--- src/rtl/stream_rr_arbiter_pkg.sv ---
// Shared definitions for the stream round-robin arbiter.
//   state_e   : arbiter FSM encoding (idle / holding a grant)
//   tag_width : width of a requester index, never less than one bit
//   wrap_inc  : modulo-n increment used to advance the round-robin pointer
package stream_rr_arbiter_pkg;

  typedef enum logic {
    StIdle = 1'b0,
    StHold = 1'b1
  } state_e;

  localparam int unsigned CntW = 8;  // holds burst lengths up to 255

  function automatic int unsigned tag_width(int unsigned n);
    return (n > 1) ? $clog2(n) : 1;
  endfunction

  function automatic int unsigned wrap_inc(int unsigned v, int unsigned n);
    return (v + 1 >= n) ? 0 : v + 1;
  endfunction

endpackage

--- src/rtl/stream_rr_arbiter_pick.sv ---
// Combinational rotating priority encoder.
//   req  : request vector, one bit per requester
//   ptr  : index with highest priority; priority falls off with wrap-around
//   any  : at least one request is set
//   idx  : first set request at or after ptr (0 when any is low)
module stream_rr_arbiter_pick #(
  parameter int unsigned N    = 4,
  parameter int unsigned TAGW = 2
) (
  input  logic [N-1:0]    req,
  input  logic [TAGW-1:0] ptr,
  output logic            any,
  output logic [TAGW-1:0] idx
);

  int unsigned cand;

  // Scan from the lowest priority upwards so the last hit is the winner.
  always_comb begin
    any  = 1'b0;
    idx  = '0;
    cand = 0;
    for (int off = int'(N) - 1; off >= 0; off--) begin
      cand = (32'(ptr) + unsigned'(off)) % N;
      if (req[cand[TAGW-1:0]]) begin
        any = 1'b1;
        idx = cand[TAGW-1:0];
      end
    end
  end

endmodule

--- src/rtl/stream_rr_arbiter.sv ---
// Round-robin arbiter sharing one downstream stream consumer between N producers.
// A grant is held for at most BURST words, or until the granted producer drops
// valid, after which the pointer moves past the granted requester.
//   clk, rst   : clock, asynchronous active-high reset
//   in_data    : N packed words, word i at [i*W +: W]
//   in_valid   : per-requester valid
//   in_ready   : per-requester ready (only the granted bit can be set)
//   out_data   : registered word to the shared consumer
//   out_tag    : index of the requester that produced out_data
//   out_valid  : out_data/out_tag valid
//   out_ready  : consumer accepts the output word
//   busy       : a grant is held or an output word is pending
module stream_rr_arbiter
  import stream_rr_arbiter_pkg::*;
#(
  parameter int unsigned N     = 4,
  parameter int unsigned W     = 16,
  parameter int unsigned BURST = 4,
  parameter int unsigned TAGW  = tag_width(N)
) (
  input  logic            clk,
  input  logic            rst,
  input  logic [N*W-1:0]  in_data,
  input  logic [N-1:0]    in_valid,
  output logic [N-1:0]    in_ready,
  output logic [W-1:0]    out_data,
  output logic [TAGW-1:0] out_tag,
  output logic            out_valid,
  input  logic            out_ready,
  output logic            busy
);

  state_e            state_q, state_d;
  logic [TAGW-1:0]   grant_q, grant_d;
  logic [TAGW-1:0]   rr_ptr_q, rr_ptr_d;
  logic [CntW-1:0]   cnt_q, cnt_d;
  logic              out_valid_q;
  logic [W-1:0]      out_data_q;
  logic [TAGW-1:0]   out_tag_q;

  logic              pick_any;
  logic [TAGW-1:0]   pick_idx;
  logic              hold;
  logic              out_free;
  logic              grant_valid;
  logic              load;
  logic              burst_end;
  logic [TAGW-1:0]   next_ptr;
  logic [W-1:0]      grant_word;

  stream_rr_arbiter_pick #(
    .N    (N),
    .TAGW (TAGW)
  ) u_pick (
    .req (in_valid),
    .ptr (rr_ptr_q),
    .any (pick_any),
    .idx (pick_idx)
  );

  assign hold        = (state_q == StHold);
  // The output register can take a word when empty or being drained this cycle.
  assign out_free    = !out_valid_q || out_ready;
  assign grant_valid = in_valid[grant_q];
  assign load        = hold && grant_valid && out_free;
  assign burst_end   = load && ((32'(cnt_q) + 32'd1) == BURST);
  assign next_ptr    = TAGW'(wrap_inc(32'(grant_q), N));

  always_comb begin
    grant_word = '0;
    for (int i = 0; i < int'(N); i++) begin
      if (grant_q == TAGW'(i)) begin
        grant_word = in_data[i*W +: W];
      end
    end
  end

  // State register.
  always_ff @(posedge clk or posedge rst) begin
    if (rst) begin
      state_q  <= StIdle;
      grant_q  <= '0;
      rr_ptr_q <= '0;
      cnt_q    <= '0;
    end else begin
      state_q  <= state_d;
      grant_q  <= grant_d;
      rr_ptr_q <= rr_ptr_d;
      cnt_q    <= cnt_d;
    end
  end

  // Next-state logic.
  always_comb begin
    state_d  = state_q;
    grant_d  = grant_q;
    rr_ptr_d = rr_ptr_q;
    cnt_d    = cnt_q;
    case (state_q)
      StIdle: begin
        if (pick_any) begin
          state_d = StHold;
          grant_d = pick_idx;
          cnt_d   = '0;
        end
      end
      StHold: begin
        // Release on drain (no transfer that cycle) or on the last word of a burst.
        if (!grant_valid || burst_end) begin
          state_d  = StIdle;
          rr_ptr_d = next_ptr;
          cnt_d    = '0;
        end else if (load) begin
          cnt_d = cnt_q + CntW'(1);
        end
      end
      default: state_d = StIdle;
    endcase
  end

  // Outputs decoded from state.
  always_comb begin
    in_ready = '0;
    if (hold && out_free) begin
      in_ready[grant_q] = 1'b1;
    end
    busy = hold || out_valid_q;
  end

  // Output register: load wins over drain so back-to-back words flow at 1/clk.
  always_ff @(posedge clk or posedge rst) begin
    if (rst) begin
      out_valid_q <= 1'b0;
      out_data_q  <= '0;
      out_tag_q   <= '0;
    end else if (load) begin
      out_valid_q <= 1'b1;
      out_data_q  <= grant_word;
      out_tag_q   <= grant_q;
    end else if (out_ready) begin
      out_valid_q <= 1'b0;
    end
  end

  assign out_valid = out_valid_q;
  assign out_data  = out_data_q;
  assign out_tag   = out_tag_q;

endmodule

--- config.mk ---
export PLATFORM = sky130hd
export DESIGN_NAME = stream_rr_arbiter
export DESIGN_NICKNAME = d
export VERILOG_FILES = /design/src/rtl/stream_rr_arbiter_pkg.sv /design/src/rtl/stream_rr_arbiter_pick.sv /design/src/rtl/stream_rr_arbiter.sv
export SDC_FILE = /design/constraint.sdc
export NUM_CORES = 1
export LEC_CHECK = 0
export CORE_ASPECT_RATIO = 2
export CORE_MARGIN = 8
export CORE_UTILIZATION = 40
export DETAILED_ROUTE_END_ITERATION = 12
export GPL_ROUTABILITY_DRIVEN = 0
export PLACE_DENSITY_LB_ADDON = 0.25
export SLEW_MARGIN = 20
export SYNTH_ARGS = -nofsm -noshare
export SYNTH_HDL_FRONTEND = slang
export SYNTH_HIERARCHICAL = 1
export SYNTH_SLANG_ARGS = --single-unit
--- constraint.sdc ---
create_clock -name clk -period 3.5 [get_ports clk]
set_input_delay 0.7 -clock clk [delete_from_list [all_inputs] [get_ports clk]]
set_output_delay 0.7 -clock clk [all_outputs]
set_load 0.02 [all_outputs]
==> impl_metrics.tcl, run 1 <==
set metrics [dict create \
    yosys_warnings 6 \
    post_cts_buffers 0 \
    p_per_area_nw_per_um2 737 \
    power_uw 2290 \
    syn_avg_cell_area_um2 8.37 \
    grtUsageMet1_pct 19.2 \
    htree_levels 2 \
    setup_viol 0 \
    clk_latency_ps 270 \
    dr.first_iter.drc_count 107 \
    finalSetupTns_ps 0 \
    antenna_found_initial 0 \
    hpwl_um 4870 \
    synth_most_common_cell "dfrtp_1" \
    post_cts_resized 0 \
    ys_seq_elements 32 \
    required_ps 2800 \
    met2_usage_pct 28.5 \
    clk_pin_slew_ps 60 \
    worstHoldPathType "reg -> reg" \
    rsz0062_at_grt "no" \
    routed_via_density 5.45 \
    async_flop_share_pct 100 \
    fmax_mhz 346 \
    rows 37 \
    p_leak_uw 0.00127 \
    synth_fa_ha_area_share_pct 3.08 \
    nets 410 \
    grt_overflow 0 \
    synth.top_cell.area_share_pct 39.4 \
    grt_max_degree 34 \
    critPathMaxFanout 5 \
    ant_nets 0 \
    grt_pass1_wl_um 10300 \
    r2r_end "out_data[12]" \
    grt_pass1_vias 2159 \
    crit_start "out_ready" \
    synthXorXnorAreaFrac_pct 0 \
    relSlewSlack_pct 53.3 \
    grt.busiest_layer "met2" \
    reg2reg_from "grant_q[1]" \
    seq_area_frac_synth_pct 39.4 \
    yosysTopAreaCell "dfrtp_1" \
    cts_sinks 32 \
    cts_max_path_buffers 2 \
    drv_cap 0 \
    vdd.ir_drop.worst_uv 552 \
    remaining_drc_errors 0 \
    reg2regPathDepth 8 \
    syn_area_um2 2030 \
    netlist_instances 243 \
    cts-hold-fix-buffers 0 \
    setup.worst_path.start_class "input port" \
    synth_area_leaders "dfrtp_1 39%, a221oi_1 6.5%, o21ai_0 6.4%, a21oi_1 5.9%, nand2_1 5.7%" \
    wire_per_inst_um 16.4 \
    drt_wl_total_um 6440 \
    synthToLayoutAreaGrowth_pct 52.5 \
    layout_worst_path_cycle_share_pct 82.5 \
    io_pins 95 \
    die_w_um 66.4 \
    cts_tree "done" \
    synthMuxAreaShare_pct 2.83 \
    synth_nets 319 \
    cp-end-kind "output port" \
    finalHoldViolCount 0 \
    drive_above_1_share_pct 6.89 \
    yosys.area_share.simple_pct 25.1 \
    cts_buffers 5 \
    coreArea_um2 5050 \
    crit_path_end "in_ready[3]" \
    worstPathArrival_ps 2190 \
    dieArea_um2 7760 \
    numPortBuffers 94 \
    finalCriticalPeriod_ps 2890 \
    regToRegSetupSlack_ps 1290 \
    synth_compound_area_share_pct 24.7 \
    synth_top_family_by_area "simple AND/OR/NAND/NOR gates" \
    grt_usage_pct 16.7 \
    synth-edff-count 0 \
    final_core_util_pct 61.5 \
    dr.pass1.iters 4 \
    yosys_most_used_dff "dfrtp_1" \
    initial_core_util_pct 40.3 \
    gr-usage-met3_pct 4.67 \
    final_max_slew_viol_count 0 \
    dr_total_vias 2137 \
    fin_skew_ps 2.53 \
    critPathKind "in -> out" \
    status "complete, no violations" \
    dieHeight_um 117 \
    ys_top_cells_by_count "32 x dfrtp_1, 31 x nand2_1, 26 x o21ai_0" \
    cts_root_buffer "clkbuf_8" \
    worst_slew_pin_slew_ps 697 \
    diodes 0 \
    synth_cell_types 40 \
]
## registers in the layout (all words and copies together) (netlist names)
signal / cells
grant_q: 2
hold: 1
rr_ptr_q: 2
out_data: 16
cnt_q: 8
out_tag: 2
out_valid: 1
## layout by cell type (no fill, tap or decap), types with 3 or more instances in the layout
master / count
buf_4: 7
clkdlybuf4s50_1: 94
nand3_1: 5
nor2b_1: 15
nand2b_1: 4
clkbuf_8: 5
nor2_1: 10
and3_1: 5
nand2_1: 31
dfrtp_1: 32
ha_1: 5
o21ai_0: 26
inv_1: 6
a21oi_1: 24
nor3_1: 20
a221oi_1: 15
o31ai_1: 3
## worst max-delay path, cell delays in order
cell	delay (ps)
clkdlybuf4s50_1	470
nand2b_1	220
and3_1	190
clkdlybuf4s50_1	610
## where the power goes
group	switching [uW]	internal, uW	leakage (uW)	total, uW
clock	126	135	0.0000410	261
sequential	121	507	0.000411	628
combinational	754	643	0.000814	1400
## cells by family after synthesis
| kind of cell | after synthesis |
|---|---|
| AOI/OAI and AO/OA | 79 |
| buffers and inverters | 23 |
| muxes | 4 |
| adders and majority gates | 5 |
| and+or+nand+nor | 100 |
| DFF | 32 |
## final cells by class
type	instances	area, um2
clock buffer	6	72.6
clock inverter	1	5.00
fill	450	1940
inverter	6	22.5
multi-input combinational	188	1130
sequential	32	801
tap	58	72.6
timing repair buffer	101	993
## layer usage
metal / wire, um / up-vias
met1: 2810 / 991
li1: - / 1059
met5: 0 / -
met4: 149 / 0
met3: 434 / 11
met2: 3050 / 76
## worst min path at each step
stage	startpoint	end	slack, ps	cells after the start
finish	out_data[5]	out_data[5]	480	2
floorplan	cnt_q[7]	cnt_q[7]	450	1
CTS	out_data[8]	out_data[8]	490	2
global route	out_data[8]	out_data[8]	510	2
detailed placement	out_data[8]	out_data[8]	470	2
global placement	out_data[10]	out_data[10]	460	2
## metrics by stage
stage,setup slack [ps],hold WS (ps),cell area [um2],cells
final,612,483,3100,392
after global routing,535,507,3100,392
after CTS,595,488,3100,392
after detailed placement,611,473,3020,385
after global placement,615,464,3020,385
after floorplan,1340,446,2030,243
No activity file was read; power rests on OpenSTA's default activity.
==> run 2: changes to the inputs <==
==> constraint.sdc (replaced) <==
create_clock -name clk -period 2.7 [get_ports clk]
set_input_delay 0.54 -clock clk [delete_from_list [all_inputs] [get_ports clk]]
set_output_delay 0.54 -clock clk [all_outputs]
set_load 0.02 [all_outputs]
==> impl_metrics.tcl, run 2 (synthesized netlist as in run 1, its figures left out) <==
set metrics [dict create \
    status "complete, no violations" \
    cts_root_buffer "clkbuf_8" \
    layout_worst_path_cycle_share_pct 96.8 \
    antenna_found_initial 0 \
    final_max_slew_viol_count 0 \
    dr_total_vias 2166 \
    finalCriticalPeriod_ps 2610 \
    routed_via_density 5.53 \
    dp.cells 385 \
    largest_reg_flops 16 \
    critPathKind "in -> out" \
    worst_slew_pin_slew_ps 650 \
    ant_nets 0 \
    nets 410 \
    cts_tree "done" \
    worstPathArrival_ps 2070 \
    p_leak_uw 0.00128 \
    synthToLayoutAreaGrowth_pct 54.0 \
    cp-end-kind "output port" \
    finalSetupTns_ps 0 \
    dr.pass1.iters 4 \
    relSlewSlack_pct 56.5 \
    worstHoldPathType "reg -> reg" \
    layout_common_cells "94 x clkdlybuf4s50_1, 32 x dfrtp_1, 31 x nand2_1, 26 x o21ai_0, 24 x a21oi_1" \
    grt_max_degree 35 \
    grt_pass1_vias 2231 \
    coreArea_um2 5050 \
    grt_overflow 0 \
    wire_per_inst_um 16.8 \
    setup.worst_path.start_class "input port" \
    hpwl_um 4960 \
    finalHoldViolCount 0 \
    drv_cap 0 \
    rsz0062_at_grt "no" \
    clk_latency_ps 280 \
    rows 37 \
    clk_pin_slew_ps 60 \
    cts_buffers 5 \
    grt_usage_pct 17.9 \
    cts_max_path_buffers 2 \
    setup_viol 0 \
    cts_sinks 32 \
    diodes 0 \
    grt_pass1_wl_um 11000 \
    remaining_drc_errors 0 \
    htree_levels 2 \
    p_per_area_nw_per_um2 977 \
    die_w_um 66.4 \
    required_ps 2160 \
    drt_wl_total_um 6610 \
    fin_skew_ps 9.11 \
    io_pins 95 \
    critPathMaxFanout 5 \
    dieHeight_um 117 \
    dr.first_iter.drc_count 159 \
    dieArea_um2 7760 \
    cts-hold-fix-buffers 0 \
    vdd.ir_drop.worst_uv 819 \
    numPortBuffers 94 \
    initial_core_util_pct 40.3 \
    layout_commonest_cell "clkdlybuf4s50_1" \
    drive_above_1_share_pct 7.19 \
    fmax_mhz 383 \
    stdcell_count 392 \
    final_core_util_pct 62.1 \
]
==> run 2: changes by cell type in the layout (fill, tap and decap cells not counted), sizes merged <==
cell,change
clkbuf,+1
clkinv,-1
==> run 2: metal layers <==
layer | GRT usage (%) | vias up | share of wire (%)
met3 | 5.15 | 16 | 8.1
met1 | 21.3 | 1001 | 42
met2 | 28.6 | 88 | 46
met4 | 8.90 | 0 | 3.1
li1 | - | 1061 | -
met5 | 0 | - | 0
==> run 2: layout make-up <==
cell class              instances  area (um2)
fillers                       449        1910
multi-input cells             188        1130
repair buffers                101        1010
flip-flops and latches         32         801
clock buffers                   7        96.3
well taps                      58        72.6
inverters                       6        22.5
==> run 2: metrics by stage <==
step | hold WS [ps] | power (uW) | area [um2] | worst slack (ps)
2_1_floorplan | 446 | 1980 | 2030 | 700
6_report | 478 | 3060 | 3130 | 87.0
4_1_cts | 487 | 3090 | 3130 | 96.1
5_1_grt | 507 | 3320 | 3130 | 22.3
3_5_place_dp | 472 | 2670 | 3030 | 119
3_3_place_gp | 465 | 2620 | 3030 | 134
==> run 2: repair_timing <==
action,4_1_cts,5_1_grt
endpoints found under the setup margin,0,1
resized for setup,0,1
buffers inserted,0,0
==> run 2: critical path, cell delays in order <==
cell             delay [ps]
clkdlybuf4s50_1         470
nand2b_1                250
and3_1                  210
clkdlybuf4s50_1         610
==> run 2: power by group <==
group | total, uW | leakage, uW | switching (uW) | internal, uW
registers | 814 | 0.000411 | 157 | 657
clock network | 402 | 0.0000503 | 175 | 227
logic | 1840 | 0.000820 | 989 | 855
==> run 2: worst paths after layout <==
path | start | endpoint | slack (ps) | cells past startpoint
worst max register to register | grant_q[1] | out_data[9] | 570 | 7
worst max-delay path | out_ready | in_ready[1] | 90 | 4
worst min-delay path | out_data[12] | out_data[12] | 480 | 2
worst min register to register | out_data[12] | out_data[12] | 480 | 2
min in group asynchronous | rst | out_data[9] | 640 | 3
max in group asynchronous | rst | out_data[8] | 1740 | 3
==> run 3: changes to the inputs <==
--- a/config.mk
+++ b/config.mk
@@ -7,7 +7,7 @@
 export LEC_CHECK = 0
 export CORE_ASPECT_RATIO = 2
 export CORE_MARGIN = 8
-export CORE_UTILIZATION = 40
+export CORE_UTILIZATION = 41
 export DETAILED_ROUTE_END_ITERATION = 12
 export GPL_ROUTABILITY_DRIVEN = 0
 export PLACE_DENSITY_LB_ADDON = 0.25
==> impl_metrics.tcl, run 3 (synthesized netlist as in run 1, its figures left out) <==
set metrics [dict create \
    cts_max_path_buffers 2 \
    clk_latency_ps 280 \
    setup_viol 0 \
    critPathMaxFanout 6 \
    numPortBuffers 94 \
    worstHoldPathType "reg -> reg" \
    coreArea_um2 4820 \
    dr_total_vias 2096 \
    wl_met1_um 2280 \
    post_cts_resized 0 \
    pwr-share-seq_pct 27.3 \
    required_ps 2160 \
    drive_above_1_share_pct 6.87 \
    post_cts_buffers 0 \
    crit_start "out_ready" \
    finalCriticalPeriod_ps 2590 \
    cp_slowest_cell "clkdlybuf4s50_1" \
    p_switching_uw 1300 \
    setup.worst_path.start_class "input port" \
    layout_commonest_cell "clkdlybuf4s50_1" \
    path_common_cell "clkdlybuf4s50_1" \
    die_w_um 65.8 \
    diodes 0 \
    clk_pin_slew_ps 60 \
    seqCellArea_um2 801 \
    dr.first_iter.drc_count 67 \
    worstPathArrival_ps 2050 \
    fin_skew_ps 4.44 \
    cp-end-kind "output port" \
    r2r_end "out_data[2]" \
    finalHoldViolCount 0 \
    p_int_uw 1700 \
    grt_pass1_vias 2212 \
    relSlewSlack_pct 60.1 \
    dieHeight_um 116 \
    critPathKind "in -> out" \
    cts_tree "done" \
    rows 36 \
    wire_per_inst_um 15.7 \
    worst_slew_pin_slew_ps 595 \
    p_leak_uw 0.00127 \
    reg2reg_from "grant_q[0]" \
    ant_nets 0 \
    hold_path_depth 2 \
    nets 410 \
    swShare_pct 43.2 \
    grt_max_degree 34 \
    worstHoldEndpoint "out_data[8]" \
    status "complete, no violations" \
    cts_sinks 32 \
    final_max_slew_viol_count 0 \
    cts-hold-fix-buffers 0 \
    dieArea_um2 7610 \
    finalSetupTns_ps 0 \
    cts_buffers 5 \
    cts_root_buffer "clkbuf_8" \
    n_fill_cell 412 \
    regToRegSetupSlack_ps 640 \
    io_pins 95 \
    comb_power_share_pct 60.1 \
    dr.pass1.iters 4 \
    reg2regPathDepth 7 \
    cpPeakStageDelay_ps 640 \
    grt_usage_pct 16.5 \
    hold_start "out_data[8]" \
    multi_input_comb_area_um2 1130 \
    synthToLayoutAreaGrowth_pct 53.0 \
    highest_layer "met4" \
    vdd.ir_drop.worst_uv 604 \
    grt_overflow 0 \
    hpwl_um 5000 \
    layout_common_cells "94 x clkdlybuf4s50_1, 32 x dfrtp_1, 31 x nand2_1, 26 x o21ai_0, 24 x a21oi_1" \
    htree_levels 2 \
    met2WireLength_um 3360 \
    grt_pass1_wl_um 9980 \
    drt_wl_total_um 6160 \
    remaining_drc_errors 0 \
    largest_reg_flops 16 \
    pre_cts_ws_ps 131 \
    fin_ws_ps 105 \
    power_uw 3000 \
    p_per_area_nw_per_um2 964 \
    drv_cap 0 \
    initial_core_util_pct 42.2 \
    rsz0062_at_grt "no" \
    layout_worst_path_cycle_share_pct 96.1 \
    fmax_mhz 385 \
    dr_wl_met3_um 372 \
    routed_via_density 5.35 \
    antenna_found_initial 0 \
    path_cells "clkdlybuf4s50_1, nand2b_1, and3_1, clkdlybuf4s50_1" \
    clkPwrFrac_pct 12.6 \
]
run 3: cell count changes in the layout (fill, tap and decap cells not counted):
cell      change
clkbuf_1      +2
buf_12        -1
buf_4         +1
clkbuf_8      -1
run 3: critical path: cells and delay by family:
kind / cells / cell delay, ps
buffers and inverters: 2 / 1100
and+or+nand+nor: 2 / 410
run 3: how the worst max path moves through the flow:
stage	endpoint	slack, ps
finish	in_ready[3]	110
global route	in_ready[3]	50
CTS	in_ready[3]	110
detailed placement	in_ready[3]	130
global placement	in_ready[3]	120
floorplan	in_ready[1]	700
run 3: power groups by stage:
stage | Sequential, uW | Combinational (uW) | Clock (uW)
2_1_floorplan | 935 | 1040 | 0
3_3_place_gp | 823 | 1770 | 0
3_5_place_dp | 831 | 1810 | 0
4_1_cts | 824 | 1820 | 384
5_1_grt | 851 | 2000 | 401
6_report | 819 | 1800 | 379
run 3: metrics by stage:
step / std cells / hold slack (ps) / utilization [%] / instance area (um2)
2_1_floorplan: 243 / 446 / - / 2030
3_3_place_gp: 384 / 461 / 62.7 / 3020
3_5_place_dp: 384 / 469 / 62.7 / 3020
5_1_grt: 392 / 498 / 64.6 / 3110
6_report: 392 / 475 / 64.6 / 3110
4_1_cts: 392 / 483 / 64.5 / 3110
run 3: cell type report:
| class | count | share of cell area, % |
|---|---|---|
| clock buffers | 8 | 2.89 |
| inverters | 6 | 0.723 |
| multi-input cells | 188 | 36.5 |
| flip-flops and latches | 32 | 25.7 |
| well taps | 57 | 2.29 |
| repair buffers | 101 | 31.9 |
run 3: layer usage:
layer	global-route usage, %	up-vias
met5	0	-
li1	-	1065
met1	16.9	952
met2	29.2	66
met4	8.65	0
met3	4.55	13
